$ cat src/rtl/weight_mem_loader_if.sv
// Config-stream and weight-memory write bus bundle for weight_mem_loader.
// slave = loader side, master = stream source / memory-array side.
interface weight_mem_loader_if #(
    parameter int numNeurons   = 32,
    parameter int addressWidth = 10,
    parameter int dataWidth    = 16
);
    logic                    s_valid;
    logic [31:0]             s_data;
    logic                    s_ready;
    logic [numNeurons-1:0]   wen;
    logic [7:0]              layer_sel;
    logic [addressWidth:0]   waddr;
    logic [dataWidth-1:0]    win;
    logic                    busy;
    logic                    done;
    logic                    err;

    modport slave (
        input  s_valid, s_data,
        output s_ready, wen, layer_sel, waddr, win, busy, done, err
    );

    modport master (
        output s_valid, s_data,
        input  s_ready, wen, layer_sel, waddr, win, busy, done, err
    );
endinterface

$ cat src/rtl/weight_mem_loader.sv
// Streams header + N weight words into per-neuron weight memories (1-cycle write latency).
// Optional trailer checksum word: define WEIGHT_LOADER_CHECKSUM_EN.
module weight_mem_loader #(
    parameter int numLayers    = 4,
    parameter int numNeurons   = 32,
    parameter int addressWidth = 10,
    parameter int dataWidth    = 16
) (
    input  logic               clk,
    input  logic               rst_n,
    weight_mem_loader_if.slave bus
);
`ifdef WEIGHT_LOADER_CHECKSUM_EN
    typedef enum logic [2:0] {S_IDLE, S_LOAD, S_SKIP, S_CHECK, S_DONE} state_t;
    localparam state_t S_END = S_CHECK;
`else
    typedef enum logic [2:0] {S_IDLE, S_LOAD, S_SKIP, S_DONE} state_t;
    localparam state_t S_END = S_DONE;
`endif

    localparam logic [8:0] LP_LAYERS  = 9'(numLayers);
    localparam logic [8:0] LP_NEURONS = 9'(numNeurons);
    localparam logic [addressWidth:0] LP_ADDR_ONE = {{addressWidth{1'b0}}, 1'b1};

    state_t                  r_state;
    state_t                  w_next;
    logic                    r_ready_en;
    logic [7:0]              r_layer;
    logic [7:0]              r_neuron;
    logic [15:0]             r_rem;
    logic [addressWidth:0]   r_addr;
    logic [numNeurons-1:0]   r_wen;
    logic [addressWidth:0]   r_waddr;
    logic [dataWidth-1:0]    r_win;
    logic                    r_err;
`ifdef WEIGHT_LOADER_CHECKSUM_EN
    logic [dataWidth-1:0]    r_sum;
`endif

    logic                    w_ready;
    logic                    w_busy;
    logic                    w_done;
    logic                    w_accept;
    logic                    w_hdr_bad;
    logic                    w_hdr_nz;
    logic                    w_last;
    logic                    w_ovf;
    logic [numNeurons-1:0]   w_onehot;

    assign w_accept  = bus.s_valid && w_ready;
    assign w_hdr_bad = ({1'b0, bus.s_data[31:24]} >= LP_LAYERS) ||
                       ({1'b0, bus.s_data[23:16]} >= LP_NEURONS);
    assign w_hdr_nz  = (bus.s_data[15:0] != 16'd0);
    assign w_last    = (r_rem == 16'd1);
    // Address counter saturates at 2**addressWidth; that top bit marks overflow words.
    assign w_ovf     = r_addr[addressWidth];
    assign w_onehot  = {{(numNeurons-1){1'b0}}, 1'b1} << r_neuron;

    always_ff @(posedge clk) begin
        if (!rst_n) begin
            r_state <= S_IDLE;
        end else begin
            r_state <= w_next;
        end
    end

    always_comb begin
        w_next  = r_state;
        w_ready = 1'b0;
        w_busy  = 1'b0;
        w_done  = 1'b0;
        case (r_state)
            S_IDLE: begin
                w_ready = r_ready_en;
                if (w_accept) begin
                    if (!w_hdr_nz) begin
                        w_next = S_END;
                    end else if (w_hdr_bad) begin
                        w_next = S_SKIP;
                    end else begin
                        w_next = S_LOAD;
                    end
                end
            end
            S_LOAD, S_SKIP: begin
                w_ready = r_ready_en;
                w_busy  = 1'b1;
                if (w_accept && w_last) begin
                    w_next = S_END;
                end
            end
`ifdef WEIGHT_LOADER_CHECKSUM_EN
            S_CHECK: begin
                w_ready = r_ready_en;
                w_busy  = 1'b1;
                if (w_accept) begin
                    w_next = S_DONE;
                end
            end
`endif
            S_DONE: begin
                w_busy = 1'b1;
                w_done = 1'b1;
                w_next = S_IDLE;
            end
            default: w_next = S_IDLE;
        endcase
    end

    always_ff @(posedge clk) begin
        if (!rst_n) begin
            r_ready_en <= 1'b0;
            r_layer    <= '0;
            r_neuron   <= '0;
            r_rem      <= '0;
            r_addr     <= '0;
            r_wen      <= '0;
            r_waddr    <= '0;
            r_win      <= '0;
            r_err      <= 1'b0;
`ifdef WEIGHT_LOADER_CHECKSUM_EN
            r_sum      <= '0;
`endif
        end else begin
            r_ready_en <= 1'b1;
            r_wen      <= '0;
            case (r_state)
                S_IDLE: begin
                    if (w_accept) begin
                        r_layer  <= bus.s_data[31:24];
                        r_neuron <= bus.s_data[23:16];
                        r_rem    <= bus.s_data[15:0];
                        r_addr   <= '0;
                        r_err    <= w_hdr_bad;
`ifdef WEIGHT_LOADER_CHECKSUM_EN
                        r_sum    <= '0;
`endif
                    end
                end
                S_LOAD, S_SKIP: begin
                    if (w_accept) begin
                        r_rem <= r_rem - 16'd1;
`ifdef WEIGHT_LOADER_CHECKSUM_EN
                        r_sum <= r_sum + bus.s_data[dataWidth-1:0];
`endif
                        if (w_ovf) begin
                            r_err <= 1'b1;
                        end else begin
                            r_addr <= r_addr + LP_ADDR_ONE;
                            if (r_state == S_LOAD) begin
                                r_wen   <= w_onehot;
                                r_waddr <= r_addr;
                                r_win   <= bus.s_data[dataWidth-1:0];
                            end
                        end
                    end
                end
`ifdef WEIGHT_LOADER_CHECKSUM_EN
                S_CHECK: begin
                    if (w_accept && (bus.s_data[dataWidth-1:0] != r_sum)) begin
                        r_err <= 1'b1;
                    end
                end
`endif
                default: ;
            endcase
        end
    end

    assign bus.s_ready   = w_ready;
    assign bus.wen       = r_wen;
    assign bus.layer_sel = r_layer;
    assign bus.waddr     = r_waddr;
    assign bus.win       = r_win;
    assign bus.busy      = w_busy;
    assign bus.done      = w_done;
    assign bus.err       = r_err;
endmodule

$ cat src/flat_wrapper.sv
// flat-port wrapper written by rule: the top's interface ports become plain ports
module weight_mem_loader_flat 
#(
    parameter int numLayers    = 4,
    parameter int numNeurons   = 32,
    parameter int addressWidth = 10,
    parameter int dataWidth    = 16
)
  (clk, rst_n, bus_s_valid, bus_s_data, bus_s_ready, bus_wen, bus_layer_sel, bus_waddr, bus_win, bus_busy, bus_done, bus_err);
  weight_mem_loader_if #(.numNeurons(numNeurons), .addressWidth(addressWidth), .dataWidth(dataWidth)) bus_i ();
  input  logic clk;
  input  logic rst_n;
  input wire logic [$bits(bus_i.s_valid)-1:0] bus_s_valid;
  input wire logic [$bits(bus_i.s_data)-1:0] bus_s_data;
  output wire logic [$bits(bus_i.s_ready)-1:0] bus_s_ready;
  output wire logic [$bits(bus_i.wen)-1:0] bus_wen;
  output wire logic [$bits(bus_i.layer_sel)-1:0] bus_layer_sel;
  output wire logic [$bits(bus_i.waddr)-1:0] bus_waddr;
  output wire logic [$bits(bus_i.win)-1:0] bus_win;
  output wire logic [$bits(bus_i.busy)-1:0] bus_busy;
  output wire logic [$bits(bus_i.done)-1:0] bus_done;
  output wire logic [$bits(bus_i.err)-1:0] bus_err;
  assign bus_i.s_valid = bus_s_valid;
  assign bus_i.s_data = bus_s_data;
  assign bus_s_ready = bus_i.s_ready;
  assign bus_wen = bus_i.wen;
  assign bus_layer_sel = bus_i.layer_sel;
  assign bus_waddr = bus_i.waddr;
  assign bus_win = bus_i.win;
  assign bus_busy = bus_i.busy;
  assign bus_done = bus_i.done;
  assign bus_err = bus_i.err;
  weight_mem_loader #(.numLayers(numLayers), .numNeurons(numNeurons), .addressWidth(addressWidth), .dataWidth(dataWidth)) u_core (.clk(clk), .rst_n(rst_n), .bus(bus_i));
endmodule
$ cat config.mk
export PLATFORM = sky130hd
export DESIGN_NAME = weight_mem_loader_flat
export DESIGN_NICKNAME = d
export VERILOG_FILES = /design/src/rtl/weight_mem_loader_if.sv /design/src/rtl/weight_mem_loader.sv /design/src/flat_wrapper.sv
export SDC_FILE = /design/constraint.sdc
export NUM_CORES = 1
export LEC_CHECK = 0
export CORE_AREA = 2 2 102 104
export CTS_CLUSTER_SIZE = 24
export DETAILED_ROUTE_END_ITERATION = 10
export DIE_AREA = 0 0 104 106
export PLACE_DENSITY_LB_ADDON = 0.15
export SLEW_MARGIN = 30
export SYNTH_ARGS = -nofsm -noshare
export SYNTH_HDL_FRONTEND = slang
export SYNTH_SLANG_ARGS = --single-unit
$ cat constraint.sdc
create_clock -name clk -period 2.09 [get_ports clk]
set_clock_uncertainty 0.15 [all_clocks]
set_input_delay 0.3135 -clock clk [delete_from_list [all_inputs] [get_ports clk]]
set_output_delay 0.3135 -clock clk [all_outputs]
set_load 0.01 [all_outputs]
After elaboration in Yosys (flattened, before gate mapping). Index checks and enable logic that the tools add are counted.

Bits in registers: 106. Latch bits: 0. Memory bits (writable): 0. Memory bits (read-only): 0. Input bits: 35. Output and inout bits: 71. Memories kept: 0.

$add $sub $neg: 2. $mul: 0. Divide/modulo/power cells: 0. Magnitude comparators: 2. Equality and inequality tests: 9. Shift operators: 1. Muxes and demuxes: 20. Bitwise operators: 5. Reductions and logical operators: 16.

Operators with widths (number): $mux 11 (3); $mux 16 (2); $pmux 16 s2 (1); $shl 1x8->32 const A (1); $pmux 11 s2 (1); $eq 16x1->1 const B (1); $reduce_bool 16->1 (1); $sub 16x1->16 const B (1); $reduce_and 4->1 (3); $add 11x1->11 const B (1); $mux 3 (3); $ge 8x3->1 const B (1); $ge 8x6->1 const B (1); $ne 2x1->1 const B (4); $mux 1 (7); $eq 3x2->1 const B (2); $pmux 3 s2 (1); $reduce_or 3->1 (2); $not 1->1 (5); $reduce_or 5->1 (1); $reduce_and 2->1 (2); $eq 3x1->1 const B (1); $logic_not 3->1 (1); $reduce_and 3->1 (1); 7 further kinds (8).

Logic depth before layout (Yosys ltp). Gate-level depths: netlist of run 1.

Depth in word-level cells: 7. Depth in mapped cells: 9.

Least setup slack after synthesis of run 1. No wires, ideal clock.

Kind: flip-flop to flip-flop. Start point: register u_core.r_state[0]. End point: register u_core.r_rem[13]. Arrival: 1.832 ns. Setup slack: 0.022 ns. Cell stages (with the launch flop): 9. Path buffers: 2. Path through: dfxtp_1 inv_1 ha_1 buf_4 a2bb2oi_1 or2_1 buf_2 or3_1 a211oi_1.

Longest elaborated chain between the ends: 6. Elaborated cells between the ends (all ways): 12. Those cells by class: eq/ne (4); mux (2); reduce/logical (6).

Ends and longest elaborated chain: start, declared (RTL line weight_mem_loader.sv:25) `state_t r_state;`; start signal, assigned (RTL line weight_mem_loader.sv:63) `r_state <= w_next;`; $eq 3x2->1 (tied with other cells) (RTL line weight_mem_loader.sv:72, weight_mem_loader.sv:127); $reduce_or 3->1 (no line); $mux 1 (RTL line weight_mem_loader.sv:72) `case (r_state)`; $logic_and 1x1->1 (RTL line weight_mem_loader.sv:50) `assign w_accept = bus.s_valid && w_ready;`; $ne 2x1->1 (no line); $reduce_and 3->1 (no line); end signal, assigned (RTL line weight_mem_loader.sv:132) `r_rem <= bus.s_data[15:0];`; end signal, assigned (RTL line weight_mem_loader.sv:142) `r_rem <= r_rem - 16'd1;`; end, declared (RTL line weight_mem_loader.sv:30) `logic [15:0] r_rem;`.

Several ways; a longest one is shown, not always the timed one. A chain may end at the register's enable or synchronous reset.

Worst setup path in the final report of run 1.
Start point: register u_core.r_state[1]. End point: register u_core.r_rem[10].

Same word-level chain as after synthesis.

==> results.md, run 1 <==
* Status: complete, no violations
* Min cycle time layout at 2.01 ns
* CP startpoint kind: flop
* Routed len/inst at 14.7 um
* Clock Power Share at 0.297
* Final hold vios at 0
* Initial Util at 0.437
* NumNets Final at 682
* Seq pwr share at 0.493
* Lkg Pwr at 2.13 nW
* Port bufs at 104
* CP endpoint kind: flop
* Syn Nets at 562
* Total power at 0.00439 W
* CTS tree: yes
* Async S/R FF share, synth at 0
* # clock sinks at 105
* Hold_buf cts at 0
* Global-route wire length before repair at 19000 um
* Placer Congestion at 0.867
* Max VDD drop at 0.375 mV
* H-tree depth at 3
* Yosys cell types at 62
* Most frequent cells in the layout: nand2_1, dfxtp_1, clkdlybuf4s50_1
* Final wirelength at 11500 um
* Final setup viols at 0
* Max-slew violations at 0
* Hold path depth at 2
* Pint at 0.00301 W
* Largest net degree at the start of global routing at 44
* Crit path largest cell delay at 0.42 ns
* Syn avg cell area at 8.41 um^2
* Hold Path Class: reg -> reg
* Post-route ant nets at 0
* Post-DP HPWL at 8430 um
* Syn Inst Count at 520
* Die ar. at 11000 um^2
* Via density per instance at 5.26
* #FFs+latches synth at 105
* Area grow syn2layout at 37.7%
* Top FF cell, synth: dfxtp_1
* DR pass1 iterations at 7
* Yosys synthesis warning count at 0
* Grt total ovfl at 0
* Initial antenna violation count at 0
* Sequential fraction of the synthesis area at 0.481
* Global-route usage over all layers at 0.211
* Die Y at 106 um
* Required time of the critical path at 2.21 ns
* Root buffer cell: clkbuf_8
* Non-Filler Instances at 781
* Total core area at 10000 um^2
* R2r worst-path depth at 7
* Post-synth EDFFs at 0
* Tcrit/Tclk final at 0.960
* Number of buffers created by CTS at 9
* IO Pins at 106
* FP Rows at 37
* Maximum clock path buffer count at 2
* Clock slew at reported path FFs at 0.11 ns
* N_diodes at 0
* Crit Path Category: reg -> reg
* DR vias at 4110
* Highest clock rate at 0.499 GHz
* RSZ-0062 raised after global routing: true
* Placed cell count at 764
* Switch share at 0.316
* Worst-path cell chain: inv_2, buf_4, ha_1, a2bb2oi_1, or2_1, a2111oi_1, o22ai_1
* CP max FO at 4
* Psw at 0.00139 W
* Combinational power share at 0.210
* Final hold slack at 0.310 ns
* Cell Area, Synth at 4370 um^2
* Arrival time worst endpoint at 2.12 ns
* Width of the die at 104 um
* Max-cap check violation count at 0
* Crit-path slowest cell: a2111oi_1
* Initial DRC count at 165
* FILL cells at 928
* Number of global-route vias before repair at 3975
* Later-pin clock latency in the skew report at 0.38 ns
* DRC viols at 0
* Share of layout cells above drive strength 1 at 0.124
* Pwr per Cell Area at 730 nW/um^2
-- cells by family (layout without fill, tap and decap cells) --
group / count (synthesis) / after routing / share of synthesized area
and+or+nand+nor: 239 / 239 / 0.273
xor gates and xnor gates: 4 / 4 / 0.00801
AOI/OAI and AO/OA: 119 / 119 / 0.164
adders and majority gates: 7 / 7 / 0.0200
buffers and inverters: 40 / 165 / 0.0415
other: 1 / 1 / 0.000857
DFF: 105 / 105 / 0.481
muxes: 5 / 5 / 0.0117
-- worst max-delay path: cells and delay by family (launching register included) --
kind	cells	cell delay, ns
AO/OA/AOI/OAI	3	0.70
adder cells (fa/ha/maj)	1	0.18
flip-flops	1	0.39
buffers and inverters	2	0.18
AND/OR/NAND/NOR	1	0.29
-- per-stage QoR --
stage	util	area [um^2]	setup WS, ns	setup TNS, ns
floorplan	-	4370	0.0224	0
global placement	0.573	5730	0.0111	0
detailed placement	0.573	5730	-0.0289	-0.317
CTS	0.597	5970	0.0396	0
global route	0.602	6020	0.00101	0
finish	0.602	6020	0.0844	0
-- routing by layer --
layer | track usage | share of wire | vias up
met3 | 0.0343 | 0.044 | 30
met1 | 0.253 | 0.43 | 1919
met5 | 0 | 0 | -
met4 | 0.104 | 0.030 | 0
met2 | 0.369 | 0.49 | 124
li1 | - | - | 2037
-- synthesized netlist by cell type (all sizes together), types with 3 or more instances --
master | number | area share
and2 | 3 | 0.0043
nand3 | 11 | 0.016
o211ai | 4 | 0.0069
nor4 | 8 | 0.022
mux2i | 4 | 0.0092
ha | 7 | 0.020
a211oi | 6 | 0.011
o22ai | 5 | 0.0072
buf | 17 | 0.022
nand2 | 103 | 0.088
nand4 | 5 | 0.0086
and3 | 4 | 0.0057
nor2b | 16 | 0.023
o21ai | 20 | 0.023
a41oi | 3 | 0.0060
clkbuf | 12 | 0.010
nor3 | 7 | 0.0080
or3 | 4 | 0.0057
nor2 | 54 | 0.046
dfxtp | 105 | 0.48
a21oi | 58 | 0.066
nand3b | 5 | 0.0086
a31oi | 6 | 0.0086
nor3b | 4 | 0.0092
nand2b | 5 | 0.0072
inv | 11 | 0.0094
-- path summary, 6_finish.rpt --
path / from / end / slack [ns]
max reg2reg: u_core.r_state[1] / u_core.r_rem[10] / 0.08
min reg2reg: u_core.bus.waddr[6] / u_core.bus.waddr[6] / 0.31
max: u_core.r_state[1] / u_core.r_rem[10] / 0.08
min: u_core.bus.waddr[6] / u_core.bus.waddr[6] / 0.31
-- sequential cells by signal (all words and copies together), names as in the netlist --
name                  cells
u_core.r_neuron           8
u_core.bus.waddr         10
u_core.bus.layer_sel      8
u_core.bus.err            1
u_core.r_state            2
u_core.bus.win           16
u_core.r_addr            11
u_core.r_ready_en         1
u_core.bus.wen           32
u_core.r_rem             16
-- power groups by stage --
stage | clock network [W] | logic, W | registers, W
6_report | 0.00130 | 0.000925 | 0.00216
3_5_place_dp | 0 | 0.000865 | 0.00220
5_1_grt | 0.00142 | 0.00101 | 0.00218
3_3_place_gp | 0 | 0.000852 | 0.00220
2_1_floorplan | 0 | 0.000534 | 0.00219
4_1_cts | 0.00133 | 0.000880 | 0.00216
-- area by class of cell --
class                      instances  area (um^2)  area share
tap                              136          170      0.0283
clock buffer                       9          124      0.0206
clock inverter                     7         88.8      0.0148
inverter                          11         41.3     0.00686
multi-input combinational        375         2160       0.359
sequential                       105         2110       0.350
timing repair buffer             138         1330       0.221
-- repair_timing --
action                     in CTS  in global routing
setup buffers                   0                  1
pin swaps                       0                  2
resized for setup               9                 13
cloned                          0                  0
setup endpoints to repair      22                 10
(Power assumes the default switching activity.)
==> inputs of run 2 (changes only) <==
CAP_MARGIN = 15   (was default)
GPL_TIMING_DRIVEN = 0   (was default)
RECOVER_POWER = 50   (was default)
==> run 2 against run 1 <==
  * Sequential share of layout area is 0.25 points lower
  * Critical path depth is 5 lower
  * Global-route usage is 0.20 points higher
  * Worst hold slack worse by 0.0029 ns
  * Largest power group unchanged
  * Clock power hardly changed
  * Utilization is 0.43 points higher
  * Non-clock buffer count is 4 higher
  * Fmax is 3.8% lower
  * Register-to-register slack hardly changed
  * Largest cell class unchanged
  * Sequential cell count stayed put
==> results.md, run 2 (synthesis results as in run 1) <==
* Reg-to-Reg Start: u_core.r_state[0]
* Max-cap check violation count at 0
* Min cycle time layout at 2.08 ns
* Final wirelength at 12000 um
* Number of global-route vias before repair at 3936
* H-tree depth at 3
* Initial antenna violation count at 0
* Routed len/inst at 15.2 um
* Crit path largest cell delay at 0.57 ns
* Hold_sp: u_core.bus.layer_sel[2]
* Maximum clock path buffer count at 2
* Status: complete, no violations
* Later-pin clock latency in the skew report at 0.38 ns
* Hold_buf cts at 0
* Pwr per Cell Area at 716 nW/um^2
* Most frequent cells in the layout: nand2_1, dfxtp_1, dlygate4sd3_1
* Port bufs at 104
* Worst Path Buf+Inv at 1
* Final hold vios at 0
* Die Y at 106 um
* N_diodes at 0
* Initial DRC count at 167
* Grt total ovfl at 0
* CTS tree: yes
* Largest register FFs at 32
* Initial Util at 0.437
* Reg-to-reg slack, setup at 0.09 ns
* Number of buffers created by CTS at 9
* Arrival time worst endpoint at 1.62 ns
* Total core area at 10000 um^2
* Width of the die at 104 um
* Dpl ws at -0.311 ns
* Highest clock rate at 0.480 GHz
* CP startpoint kind: flop
* CP endpoint kind: primary output
* Global-route wire length before repair at 19100 um
* Crit Path Category: reg -> out
* RSZ-0062 raised after global routing: true
* CP max FO at 9
* Via density per instance at 5.35
* Reg-to-Reg End: u_core.r_rem[13]
* Tightest Pin Transition at 0.678 ns
* DR vias at 4197
* DRC viols at 0
* Root buffer cell: clkbuf_8
* Top delay family on crit path: buffers and inverters
* Final worst slack at 0.00621 ns
* Global-route usage over all layers at 0.213
* Max-slew violations at 0
* R2r worst-path depth at 7
* DR pass1 iterations at 5
* Share of layout cells above drive strength 1 at 0.128
* Clock slew at reported path FFs at 0.12 ns
* FP Rows at 37
* Hold path depth at 2
* Worst Hold End: u_core.bus.layer_sel[2]
* Tcrit/Tclk final at 0.997
* Crit-path slowest cell: clkdlybuf4s50_1
* Die ar. at 11000 um^2
* Largest net degree at the start of global routing at 22
* Lkg Pwr at 2.34 nW
* IO Pins at 106
* Placer Congestion at 0.863
* Area grow syn2layout at 38.6%
* NumNets Final at 686
* Final instance area at 6060 um^2
* Required time of the critical path at 1.63 ns
* Post-DP HPWL at 8810 um
* Total power at 0.00434 W
* Slew margin rel. at 0.547
* Final setup viols at 0
* Hold Path Class: reg -> reg
* # clock sinks at 105
* Post-DP Area at 5590 um^2
* Worst-path cell chain: ha_2, clkdlybuf4s50_1
* Post-route ant nets at 0
* Max VDD drop at 0.429 mV
-- run 2: cell types whose count changed in the layout (fill, tap and decap cells not counted), sizes merged --
| cell | delta |
|---|---|
| clkdlybuf4s50 | -67 |
| clkinvlp | +1 |
| clkbuf | +14 |
| inv | -2 |
| dlygate4sd3 | +68 |
| buf | -10 |
| dlygate4sd2 | -1 |
| clkinv | +1 |
-- run 2: worst min-delay path, stage by stage, from the launching register on --
cell,delay [ns]
dfxtp_1,0.32
nand2_1,0.05
a21oi_1,0.05
-- run 2: worst max-delay path by stage --
stage,depth (start not counted),slack [ns],start,endpoint
after global placement,5,-0.30,bus_s_valid,u_core.r_addr[9]
after detailed placement,5,-0.31,bus_s_valid,u_core.r_addr[9]
final,2,0.006,u_core.r_state[0],bus_done
after global routing,2,-0.07,u_core.r_state[0],bus_done
after CTS,7,0.02,u_core.r_state[0],u_core.r_rem[13]
after floorplan,8,0.02,u_core.r_state[0],u_core.r_rem[13]
-- run 2: per-stage QoR --
step | hold WS [ns] | TNS [ns] | utilization | instances
6_report | 0.307 | 0 | 0.606 | 785
5_1_grt | 0.323 | -0.0840 | 0.606 | 785
4_1_cts | 0.315 | 0 | 0.586 | 776
3_5_place_dp | 0.298 | -19.85 | 0.559 | 760
3_3_place_gp | 0.293 | -17.94 | 0.559 | 760
2_1_floorplan | 0.191 | 0 | - | 520
-- run 2: layout make-up --
cell class	count	area, um^2
Multi-Input combinational cell	375	2240
Buffer	28	184
Clock buffer	9	124
Tap cell	136	170
Inverter	11	41.3
Fill cell	935	3940
Clock inverter	7	82.6
Sequential cell	105	2110
Timing Repair Buffer	114	1110
-- run 2: where the power goes --
part           total (W)  internal, W  switching [W]
clock network    0.00128     0.000481       0.000802
logic           0.000900     0.000400       0.000500
registers        0.00216      0.00207      0.0000871
total            0.00434      0.00295        0.00139
-- run 2: per-layer routing --
metal / global-route usage / up-vias / part of all wire
li1: - / 2046 / -
met1: 0.269 / 1989 / 0.43
met2: 0.367 / 143 / 0.49
met3: 0.0356 / 19 / 0.061
met4: 0.0820 / 0 / 0.019
met5: 0 / - / 0
-- run 2: repair_timing --
action,CTS,global route
pin swaps,4,4
hold endpoints to repair,0,0
buffers inserted,1,9
resized for setup,24,42
setup endpoints to repair,88,71
